File: src/rtl/bus_burst_source.sv
// Burst word generator: takes a (base, length) command and emits that many
// incrementing words on a valid/ready stream, flagging the final beat.
module bus_burst_source #(
  parameter int WIDTH = 32,
  parameter int LEN_W = 8
) (
  input  logic             clk,
  input  logic             rst,
  input  logic             cmd_valid_dnt,
  output logic             cmd_ready_dnt,
  input  logic [WIDTH-1:0] cmd_base_dnt,
  input  logic [LEN_W-1:0] cmd_len_dnt,
  output logic             valid_src,
  output logic [WIDTH-1:0] data_src,
  output logic             last_src,
  input  logic             ready_src,
  output logic             busy,
  output logic             done
);

  typedef enum logic {IDLE, SEND} state_t;

  state_t             state, state_next;
  logic               valid_next, last_next, done_next;
  logic [WIDTH-1:0]   data_next;
  logic [LEN_W-1:0]   remaining, remaining_next;
  logic               xfer, accept, len_zero;

  assign xfer     = valid_src & ready_src;
  assign accept   = cmd_valid_dnt & cmd_ready_dnt;
  assign len_zero = (cmd_len_dnt == '0);

  always_ff @(posedge clk or negedge rst) begin
    if (!rst) state <= IDLE;
    else      state <= state_next;
  end

  // A command may be taken on the final beat, so SEND can reload in place.
  always_comb begin
    state_next     = state;
    valid_next     = valid_src;
    data_next      = data_src;
    last_next      = last_src;
    remaining_next = remaining;
    done_next      = 1'b0;
    unique case (state)
      IDLE: begin
        if (accept) begin
          if (len_zero) begin
            done_next = 1'b1;
          end else begin
            state_next     = SEND;
            valid_next     = 1'b1;
            data_next      = cmd_base_dnt;
            last_next      = (cmd_len_dnt == LEN_W'(1));
            remaining_next = cmd_len_dnt;
          end
        end
      end
      SEND: begin
        if (xfer) begin
          if (!last_src) begin
            data_next      = data_src + WIDTH'(1);
            remaining_next = remaining - LEN_W'(1);
            last_next      = (remaining == LEN_W'(2));
          end else begin
            done_next = 1'b1;
            if (accept && !len_zero) begin
              data_next      = cmd_base_dnt;
              last_next      = (cmd_len_dnt == LEN_W'(1));
              remaining_next = cmd_len_dnt;
            end else begin
              state_next     = IDLE;
              valid_next     = 1'b0;
              last_next      = 1'b0;
              remaining_next = '0;
            end
          end
        end
      end
      default: state_next = IDLE;
    endcase
  end

  always_ff @(posedge clk or negedge rst) begin
    if (!rst) begin
      valid_src <= 1'b0;
      data_src  <= '0;
      last_src  <= 1'b0;
      done      <= 1'b0;
      remaining <= '0;
    end else begin
      valid_src <= valid_next;
      data_src  <= data_next;
      last_src  <= last_next;
      done      <= done_next;
      remaining <= remaining_next;
    end
  end

  always_comb begin
    busy          = (state == SEND);
    cmd_ready_dnt = (state == IDLE) | (xfer & last_src);
  end

endmodule
File: config.mk
export PLATFORM = sky130hd
export DESIGN_NAME = bus_burst_source
export DESIGN_NICKNAME = d
export VERILOG_FILES = /design/src/rtl/bus_burst_source.sv
export SDC_FILE = /design/constraint.sdc
export NUM_CORES = 1
export LEC_CHECK = 0
export CORE_MARGIN = 3
export CORE_UTILIZATION = 35
export CTS_CLUSTER_DIAMETER = 120
export DETAILED_ROUTE_END_ITERATION = 12
export SLEW_MARGIN = 20
export SYNTH_ARGS = -nofsm -noshare
export SYNTH_HDL_FRONTEND = slang
export SYNTH_SLANG_ARGS = --single-unit
File: constraint.sdc
create_clock -name clk -period 1.55 [get_ports clk]
set_input_delay 0.2325 -clock clk [delete_from_list [all_inputs] [get_ports clk]]
set_output_delay 0.2325 -clock clk [all_outputs]
set_load 0.05 [all_outputs]
==> reports/summary.txt, run 1 <==
setup violation total in the final timing report -> 23
crit path kind -> flop to flop
design area -> 5460 um2
sequential area share after synthesis -> 38.9%
internal power -> 0.00537 W
max_slew headroom -> 75.7%
CTS tree -> done
Slew @ Worst Pin -> 0.364 ns
core area -> 7810 um2
sequential cell area -> 1140 um2
Port Buffers -> 80
placed cell areas -> 4650 um2
setup_tns -> -1.57 ns
post-synthesis instance total -> 340
clock-pin transition on the worst setup and hold timing paths -> 0.09 ns
Post-synth EDFFs -> 0
global-route wire length before repair -> 16.9 mm
post-route setup slack -> -0.157 ns
Min-Delay Path Class -> input pin to flop
hold_ws -> 0.249 ns
Rows -> 32
I/O pins -> 81
asr flop ratio synth -> 100%
Max Slew Vio Count -> 0
Clock Sinks -> 44
multi-input logic area -> 2080 um2
DP HPWL -> 6.89 mm
Post-Syn Area -> 2830 um2
Fmax -> 0.586 GHz
Cell variety after synth -> 53
gr usage total -> 23.4%
failing checks -> setup timing
Final Cycle Share -> 110%
Fin Clk Skew -> 0.00584 ns
Hold Vio Cnt, Final -> 0
Yosys top cell by area -> dfrtp_1
unrepaired setup endpoints after global routing -> yes
sw power -> 0.00492 W
DR pass1 iterations -> 5
wire per inst -> 17.9 um
share of layout cells above drive strength 1 -> 54.7%
Filler cells -> 597
# H-tree levels -> 2
syn nets -> 387
area fraction of the dominant cell type after synthesis -> 38.9%
Top FF cell, synth -> dfrtp_1
commonest cells in the netlist -> a21oi_1 (45), dfrtp_1 (44), nand2_1 (34)
Syn. warnings -> 0
Initial Util -> 36.3%
Pwr Density -> 1890 nW/um2
Required @ worst endpoint -> 1.74 ns
die area -> 9210 um2
Syn Area/Cell -> 8.34 um2
max_cap viols -> 0
Overall Power -> 0.0103 W
Worst VDD drop -> 0.00142 V
DIE WIDTH -> 96.0 um
Gate power share -> 71.2%
Vias/cell -> 5.77
Post-route DRC -> 0
clk_lat worst skew -> 0.30 ns
Tmin final -> 1.71 ns
synthesized flop and latch total -> 44
Die Ht -> 96.0 um
leakage power -> 2.21 nW
CP Data Arrival Time -> 1.90 ns
top post-synthesis cells by area -> dfrtp_1 (39%), a21oi_1 (7.9%), o21ai_0 (5.5%)
total congestion overflow -> 0
Layout area overhead -> 92.5%
part of the power in registers -> 21.3%
Max FO, Critical Path -> 6
Switching Share -> 47.8%
most frequent cell after synthesis -> a21oi_1
antenna violations before repair -> 0
nets -> 565
Root Buffer -> clkbuf_8
vias in the first global route -> 3439
status -> finished, violations left
DR iter-0 viols -> 213
Final GP Congestion -> 0.946
Vias -> 3582
Num CTS Buffers -> 5
largest net degree at the start of global routing -> 45
critical path endpoint category -> flop
total routed wirelength -> 11.1 mm
ANT cells -> 0
clk buf depth -> 2
post-route ant nets -> 0
clock group share of total power -> 7.5%
Worst setup SP type -> flop
[placed cells by master, fill, tap and decap left out, types with 10 or more instances in the layout]
cell / synthesis / routed
a21oi_1: 45 / 20
a21oi_2: 0 / 19
nor2_1: 23 / 20
dfrtp_2: 0 / 30
buf_12: 0 / 32
dfrtp_1: 44 / 14
nand3_1: 28 / 15
nand3_2: 1 / 11
nand2_1: 34 / 30
buf_6: 3 / 10
o21ai_0: 31 / 18
clkdlybuf4s50_1: 0 / 32
buf_4: 2 / 106
nand4_1: 11 / 11
[kinds of logic after synthesis]
| family | count (synthesis) | share of synthesized area [%] |
|---|---|---|
| compound gates | 132 | 29.9 |
| simple gates | 132 | 24.5 |
| flops | 44 | 38.9 |
| buf+inv | 28 | 4.99 |
| fa+ha+maj | 3 | 1.32 |
| mux | 1 | 0.353 |
[final timing paths]
kind	start	to	slack [ns]	depth (start not counted)
setup reg to reg	data_src[9]	data_src[15]	-0.16	8
min in group asynchronous	rst	done	0.43	3
setup / recovery	data_src[9]	data_src[15]	-0.16	8
max in group asynchronous	rst	data_src[20]	0.86	3
hold reg to reg	remaining[5]	remaining[5]	0.53	1
hold / removal	cmd_len_dnt[3]	remaining[3]	0.25	3
[timing repair]
action,CTS,global route
setup endpoints to repair,44,35
hold endpoints to repair,44,0
gates resized for setup,73,69
setup buffers,13,14
hold buffers,1,0
cloned,4,0
pin swaps,26,29
[final cells by class]
cell class	instances	share of cell area, %
inverters	6	0.413
multi-input cells	268	38.1
well taps	102	2.34
repair buffers	193	36.6
clock buffers	8	1.65
flip-flops and latches	44	20.9
[registers in the layout, indices dropped and copies added (netlist names)]
signal,cells
data_src,32
remaining,8
busy,1
done,1
last_src,1
valid_src,1
[power by group through the flow]
stage / registers (W) / logic [W] / clock network [W]
3_5_place_dp: 0.00220 / 0.00634 / 0
4_1_cts: 0.00215 / 0.00665 / 0.000784
3_3_place_gp: 0.00218 / 0.00629 / 0
6_report: 0.00219 / 0.00732 / 0.000771
2_1_floorplan: 0.00373 / 0.00186 / 0
5_1_grt: 0.00226 / 0.00777 / 0.000832
[worst max-delay path: stages, from the launching register on]
cell and delay, ns:
dfrtp_2 0.37, nand4_1 0.15, buf_6 0.17, buf_6 0.11, nor2_4 0.22, buf_4 0.16, and2_1 0.13, o21ai_1 0.06
a22o_1 0.22
[through the flow]
step	util, %	instances	worst slack, ns
after global placement	59.5	582	-0.556
final	69.9	621	-0.157
after global routing	69.9	621	-0.224
after floorplan	-	340	-0.328
after detailed placement	59.5	582	-0.594
after CTS	64.8	608	-0.0723
[metal layers]
layer / track usage [%] / up-vias / part of all wire [%]
li1: - / 1653 / -
met1: 32.3 / 1766 / 42
met2: 38.2 / 139 / 50
met3: 3.36 / 24 / 6.2
met4: 5.92 / 0 / 2.1
met5: 0 / - / 0
Note: power is estimated with default switching activity, not from simulation.
==> run 2: changes to the inputs <==
--- a/config.mk
+++ b/config.mk
@@ -9,6 +9,7 @@
 export CORE_UTILIZATION = 35
 export CTS_CLUSTER_DIAMETER = 120
 export DETAILED_ROUTE_END_ITERATION = 12
+export SKIP_CTS_REPAIR_TIMING = 1
 export SLEW_MARGIN = 20
 export SYNTH_ARGS = -nofsm -noshare
 export SYNTH_HDL_FRONTEND = slang
==> run 2 against run 1 <==
Design area decreased by 3.1%. Via count is 1.5% lower. Largest power group unchanged. Clock power hardly changed. Clock skew shrank 0.0033 ns. Final cell count grew 0.48%. Clock-buffer cell count unchanged. First-iteration DRC count decreased by 18%. Largest cell class is now non-clock buffers. Non-clock buffer count grew 3. Maximum frequency about the same. Hold slack gained 0.013 ns. The flow still finishes with violations (setup timing). Combinational power down 4.0%.
==> reports/summary.txt, run 2 (synthesis gave the netlist of run 1 again) <==
crit path kind -> flop to flop
global-route wire length before repair -> 15.1 mm (-11%)
setup violation total in the final timing report -> 21 (-8.7%)
design area -> 5290 um2 (-3.1%)
Clock Sinks -> 44 (unchanged)
CP peak stage delay -> 0.42 ns (+0.05 ns)
Port Buffers -> 80 (unchanged)
leakage power -> 2.24 nW (+1.2%)
# H-tree levels -> 2 (unchanged)
Root Buffer -> clkbuf_8
antenna violations before repair -> 0 (unchanged)
Max FO, Critical Path -> 5 (-1)
DR pass1 iterations -> 5 (unchanged)
largest register by flop count -> data_src
clock-pin transition on the worst setup and hold timing paths -> 0.08 ns (about the same)
CP cell instances -> nand4_1 -> buf_6 -> nor4_4 -> buf_6 -> nand3_1 -> o22ai_2 -> a211oi_2
Pwr Density -> 1890 nW/um2 (+0.42%)
unrepaired setup endpoints after global routing -> yes
Worst setup SP type -> flop
Fmax -> 0.585 GHz (about the same)
I/O pins -> 81 (unchanged)
core area -> 7810 um2 (unchanged)
total routed wirelength -> 10.8 mm (-2.7%)
Tmin final -> 1.71 ns (+0.00118 ns)
DIE WIDTH -> 96.0 um (unchanged)
Final Cycle Share -> 110% (about the same)
vias in the first global route -> 3215 (-6.5%)
Vias/cell -> 5.65 (-2.0%)
leading cell type in the layout, fill and taps excluded -> buf_4
Min-Delay Path Class -> input pin to flop
Initial Util -> 36.3% (unchanged)
post-route ant nets -> 0 (unchanged)
nets -> 568 (+0.53%)
Rows -> 32 (unchanged)
sw power -> 0.00473 W (-3.8%)
CTS tree -> done
max_cap viols -> 0 (unchanged)
wire per inst -> 17.3 um (-3.1%)
failing checks -> setup timing
clk_lat worst skew -> 0.30 ns (about the same)
Fin Clk Skew -> 0.00258 ns (-0.00325 ns)
Layout area overhead -> 86.6%
ANT cells -> 0 (unchanged)
CP Data Arrival Time -> 1.89 ns (about the same)
critical path endpoint category -> flop
Num CTS Buffers -> 5 (unchanged)
Gate power share -> 70.2% (-1.0 points)
Max Slew Vio Count -> 0 (unchanged)
multi-input logic area -> 1870 um2 (-10%)
Switching Share -> 47.3% (-0.55 points)
die area -> 9210 um2 (unchanged)
highest-count cells in the layout ignoring fill and taps -> buf_4 (110), clkdlybuf4s50_1 (32), nand2_1 (30), dfrtp_2 (30), buf_12 (28)
clk buf depth -> 2 (unchanged)
placed cell areas -> 4650 um2 (unchanged)
status -> finished, violations left
most frequent CP cell -> buf_6
clock group share of total power -> 7.7% (+0.2 points)
max reg flops -> 32 (unchanged)
Hold Vio Cnt, Final -> 0 (unchanged)
Vias -> 3527 (-1.5%)
internal power -> 0.00528 W (-1.6%)
Post-route DRC -> 0 (unchanged)
Setup Slack @ Placement -> -0.594 ns (unchanged)
DR iter-0 viols -> 175 (-18%)
Largest regs -> data_src: 32 flops, remaining: 8 flops
Filler cells -> 630 (+5.5%)
sequential cell area -> 1140 um2 (unchanged)
Die Ht -> 96.0 um (unchanged)
post-route setup slack -> -0.159 ns (-0.00118 ns)
total congestion overflow -> 0 (unchanged)
largest net degree at the start of global routing -> 45 (unchanged)
Required @ worst endpoint -> 1.73 ns (about the same)
Worst VDD drop -> 0.00128 V (-9.6%)
Slew @ Worst Pin -> 0.379 ns (+0.0149 ns)
Slowest-stage cell, CP -> dfrtp_2
share of layout cells above drive strength 1 -> 49.4% (-5.3 points)
Final GP Congestion -> 0.946 (unchanged)
Overall Power -> 0.0100 W (-2.7%)
max_slew headroom -> 74.7% (-1.0 points)
DP HPWL -> 6.89 mm (unchanged)
gr usage total -> 20.7% (-2.7 points)
part of the power in registers -> 22.1% (+0.8 points)
run 2: changes by cell type in the layout (fill, tap and decap cells not counted), moves of 4 or more:
cell            previous run  this run
buf_2                      5         1
nand3_1                   15        20
dlymetal6s2s_1             1         5
buf_4                    106       110
a21oi_4                    6         1
a21oi_1                   20        27
buf_12                    32        28
o22ai_1                    5         9
clkbuf_16                  1         5
o21ai_1                    7        12
run 2: power groups by stage:
| stage | logic [W] | registers, W | clock network [W] |
|---|---|---|---|
| after floorplan | 0.00186 | 0.00373 | 0 |
| after global placement | 0.00629 | 0.00218 | 0 |
| after detailed placement | 0.00634 | 0.00220 | 0 |
| after CTS | 0.00636 | 0.00218 | 0.000784 |
| after global routing | 0.00749 | 0.00227 | 0.000831 |
| final | 0.00703 | 0.00221 | 0.000768 |
run 2: cell type report:
cell class                      count  share of cell area, %
Timing Repair Buffer              196                   38.6
Sequential cell                    44                   21.5
Tap cell                          102                   2.41
Multi-Input combinational cell    268                   35.3
Clock buffer                        8                   1.70
Inverter                            6                  0.426
run 2: critical path, delay by kind of cell, from the launching register on:
family | cells | cell delay [ns]
DFF | 1 | 0.42
AOI/OAI and AO/OA | 2 | 0.21
buffers and inverters | 2 | 0.35
and+or+nand+nor | 3 | 0.60
run 2: through the flow:
stage	setup TNS, ns	hold slack (ns)	utilization, %	std cells
floorplan	-4.71	-0.0631	-	340
global placement	-21.62	0.236	59.5	582
detailed placement	-22.49	0.230	59.5	582
CTS	-8.92	-0.0968	60.7	590
global route	-3.46	0.261	67.7	624
finish	-1.25	0.263	67.7	624
run 2: final timing paths:
check / slack (ns) / startpoint / to / cells past startpoint
max in group asynchronous: 0.86 / rst / data_src[4] / 3
min reg2reg: 0.53 / remaining[5] / remaining[5] / 1
max: -0.16 / data_src[8] / data_src[30] / 7
min: 0.26 / cmd_len_dnt[3] / remaining[3] / 3
min in group asynchronous: 0.45 / rst / done / 3
max reg2reg: -0.16 / data_src[8] / data_src[30] / 7
run 2: layer usage:
layer / share of wire (%) / track usage [%] / up-vias
li1: - / - / 1663
met1: 43 / 29.0 / 1714
met2: 50 / 33.2 / 133
met3: 5.7 / 3.21 / 17
met4: 1.2 / 5.09 / 0
met5: 0 / 0 / -
==> run 3: changes to the inputs <==
--- a/config.mk
+++ b/config.mk
@@ -5,12 +5,13 @@
 export SDC_FILE = /design/constraint.sdc
 export NUM_CORES = 1
 export LEC_CHECK = 0
+export ABC_AREA = 1
 export CORE_MARGIN = 3
 export CORE_UTILIZATION = 35
 export CTS_CLUSTER_DIAMETER = 120
 export DETAILED_ROUTE_END_ITERATION = 12
 export SKIP_CTS_REPAIR_TIMING = 1
-export SLEW_MARGIN = 20
+export SLEW_MARGIN = 25
 export SYNTH_ARGS = -nofsm -noshare
 export SYNTH_HDL_FRONTEND = slang
 export SYNTH_SLANG_ARGS = --single-unit
==> run 3 against run 2 <==
The flow still finishes with violations (setup timing). Hold slack lost 0.0028 ns. Combinational power shrank 97%. Final cell count grew 36%. Critical path depth grew 2. Maximum frequency grew 5.7%. Synthesized cell count grew 65%. Clock power grew 4.8%. Sequential share of layout area shrank 2.2 points. Total power shrank 78%. Flip-flop and latch count is the same. Die area grew 18%. Via count grew 19%. Largest cell class is now multi-input combinational cells. Largest power group is now sequential cells.
==> reports/summary.txt, run 3 <==
# H-tree levels -> 2 (unchanged)
Die Ht -> 104 um (+8.7%)
core area -> 9330 um2 (+19%)
antenna violations before repair -> 0 (unchanged)
clock group share of total power -> 37.2% (+30 points)
Vias/cell -> 4.96 (-12%)
DR pass1 iterations -> 5 (unchanged)
sequential area share after synthesis -> 32.5% (-6.3 points)
status -> finished, violations left
Vias -> 4196 (+19%)
crit path kind -> flop to flop
Rows -> 35 (+9.4%)
Max Slew Vio Count -> 0 (unchanged)
Syn Area/Cell -> 6.04 um2 (-28%)
Cell variety after synth -> 32 (-40%)
leading cell type in the layout, fill and taps excluded -> nand2_1
Overall Power -> 0.00216 W (-78%)
total routed wirelength -> 12.5 mm (+15%)
CP Data Arrival Time -> 1.81 ns (-0.08 ns)
Required @ worst endpoint -> 1.75 ns (+0.02 ns)
synthesized flop and latch total -> 44 (unchanged)
Top FF cell, synth -> dfrtp_1
leakage power -> 2.81 nW (+25%)
Final Cycle Share -> 104% (-6.0 points)
critical path endpoint category -> flop
Clock Sinks -> 44 (unchanged)
internal power -> 0.00164 W (-69%)
Worst VDD drop -> 0.000336 V (-74%)
Root Buffer -> clkbuf_8
area fraction of the dominant cell type after synthesis -> 32.5% (-6.3 points)
share of layout cells above drive strength 1 -> 30.3% (-19 points)
Min-Delay Path Class -> input pin to flop
global-route wire length before repair -> 17.7 mm (+17%)
Hold Vio Cnt, Final -> 0 (unchanged)
max_cap viols -> 0 (unchanged)
setup_tns -> -1.24 ns (+0.0161 ns)
Fmax -> 0.619 GHz (+5.7%)
Pwr Density -> 372 nW/um2 (-80%)
Yosys top cell by area -> dfrtp_1
nets -> 763 (+34%)
I/O pins -> 81 (unchanged)
Largest regs -> data_src: 32 flops, remaining: 8 flops
sw power -> 0.000524 W (-89%)
post-synthesis instance total -> 561 (+65%)
Switching Share -> 24.2% (-23 points)
most frequent cell after synthesis -> nand2_1
Port Buffers -> 80 (unchanged)
Max FO, Critical Path -> 7 (+2)
max reg flops -> 32 (unchanged)
most frequent CP cell -> nand2_1
DR iter-0 viols -> 152 (-13%)
Initial Util -> 36.3% (about the same)
DIE WIDTH -> 104 um (+8.7%)
Post-route DRC -> 0 (unchanged)
syn nets -> 608 (+57%)
Post-Syn Area -> 3390 um2 (+19%)
Final GP Congestion -> 0.969 (+2.5%)
Worst setup SP type -> flop
commonest cells in the netlist -> nand2_1 (240), nor2_1 (109), dfrtp_1 (44)
clk buf depth -> 2 (unchanged)
DP HPWL -> 8.25 mm (+20%)
clock-pin transition on the worst setup and hold timing paths -> 0.10 ns (+0.02 ns)
Fin Clk Skew -> 0.0163 ns (+0.0137 ns)
post-route setup slack -> -0.0662 ns (+0.0923 ns)
Layout area overhead -> 71.7%
Post-synth EDFFs -> 0 (unchanged)
clk_lat worst skew -> 0.31 ns (about the same)
highest-count cells in the layout ignoring fill and taps -> nand2_1 (231), nor2_1 (70), buf_4 (67)
die area -> 10900 um2 (+18%)
CP peak stage delay -> 0.50 ns (+0.08 ns)
part of the power in registers -> 53.3% (+31 points)
max_slew headroom -> 80.9% (+6.1 points)
setup violation total in the final timing report -> 33 (+57%)
Slew @ Worst Pin -> 0.286 ns (-0.0928 ns)
post-route ant nets -> 0 (unchanged)
unrepaired setup endpoints after global routing -> yes
Slowest-stage cell, CP -> dfrtp_2
top post-synthesis cells by area -> dfrtp_1 (33%), nand2_1 (27%), nor2_1 (12%)
total congestion overflow -> 0 (unchanged)
CTS tree -> done
asr flop ratio synth -> 100% (unchanged)
largest register by flop count -> data_src
CP cell instances -> nand2_4 -> buf_4 -> clkinvlp_4 -> buf_12 -> clkbuf_16 -> nor2_2 -> nor2_4 -> nand2_1 -> nand2_1
Gate power share -> 9.5% (-61 points)
Tmin final -> 1.62 ns (-0.0923 ns)
vias in the first global route -> 3676 (+14%)
Num CTS Buffers -> 5 (unchanged)
ANT cells -> 0 (unchanged)
delay-heaviest family, CP -> buffers and inverters
failing checks -> setup timing
wire per inst -> 14.7 um (-15%)
worst path bufs/invs -> 4 (+2)
gr usage total -> 19.5% (-1.2 points)
Syn. warnings -> 0 (unchanged)
largest net degree at the start of global routing -> 45 (unchanged)
[run 3: cell count changes after synthesis, moves of 8 or more]
| cell | change |
|---|---|
| a2bb2oi_1 | -8 |
| nor2_1 | +86 |
| inv_1 | +32 |
| o22ai_1 | -9 |
| a21oi_1 | -44 |
| nand3b_1 | +14 |
| nand2_1 | +206 |
[run 3: worst paths after layout]
check	startpoint	end	slack (ns)	cells past startpoint
setup / recovery	busy	data_src[14]	-0.07	9
hold / removal	cmd_len_dnt[5]	remaining[5]	0.26	5
setup reg to reg	busy	data_src[14]	-0.07	9
hold reg to reg	remaining[7]	remaining[7]	0.51	2
max in group asynchronous	rst	data_src[10]	0.86	3
min in group asynchronous	rst	data_src[19]	0.44	3
[run 3: through the flow]
stage	hold slack, ns	util, %	area (um2)	std cells	worst slack [ns]
6_report	0.260	62.3	5810	846	-0.0662
5_1_grt	0.277	62.3	5810	846	-0.154
4_1_cts	-0.0921	55.6	5190	822	-0.224
3_5_place_dp	0.237	54.6	5090	814	-0.250
3_3_place_gp	0.238	54.6	5090	814	-0.204
2_1_floorplan	-0.0631	-	3430	561	-0.0313
[run 3: per-layer routing]
| layer | vias to the layer above | GRT usage, % | routed length [um] |
|---|---|---|---|
| li1 | 2059 | - | - |
| met1 | 1992 | 26.1 | 5470 |
| met2 | 128 | 32.5 | 6150 |
| met3 | 17 | 3.29 | 626 |
| met4 | 0 | 4.84 | 210 |
| met5 | - | 0 | 0 |
[run 3: power by group through the flow]
| stage | Combinational (W) | Sequential [W] | Clock (W) |
|---|---|---|---|
| 2_1_floorplan | 0.0000303 | 0.00118 | 0 |
| 3_3_place_gp | 0.000192 | 0.00118 | 0 |
| 3_5_place_dp | 0.000194 | 0.00118 | 0 |
| 4_1_cts | 0.000196 | 0.00115 | 0.000814 |
| 5_1_grt | 0.000223 | 0.00115 | 0.000860 |
| 6_report | 0.000206 | 0.00115 | 0.000805 |
[run 3: layout make-up]
| cell class | count | area [um2] |
|---|---|---|
| flip-flops and latches | 44 | 1120 |
| well taps | 129 | 161 |
| inverters | 42 | 173 |
| fillers | 844 | 3520 |
| clock buffers | 7 | 86.3 |
| repair buffers | 161 | 1950 |
| multi-input cells | 462 | 2310 |
| clock inverters | 1 | 7.51 |
[run 3: worst min-delay path, cell delays in order]
cell and delay (ns):
dlymetal6s2s_1 0.10, nand2_1 0.06, nand2_1 0.05, nand2_1 0.04, nand2_1 0.04
[run 3: kinds of logic (layout without fill, tap and decap cells)]
| family | count (synthesis) | in the layout | share of synthesized area, % |
|---|---|---|---|
| buffers and inverters | 58 | 211 | 7.91 |
| xor gates and xnor gates | 6 | 6 | 1.55 |
| and+or+nand+nor | 413 | 416 | 50.7 |
| AOI/OAI and AO/OA | 37 | 37 | 6.17 |
| adders and majority gates | 3 | 3 | 1.11 |
| DFF | 44 | 44 | 32.5 |
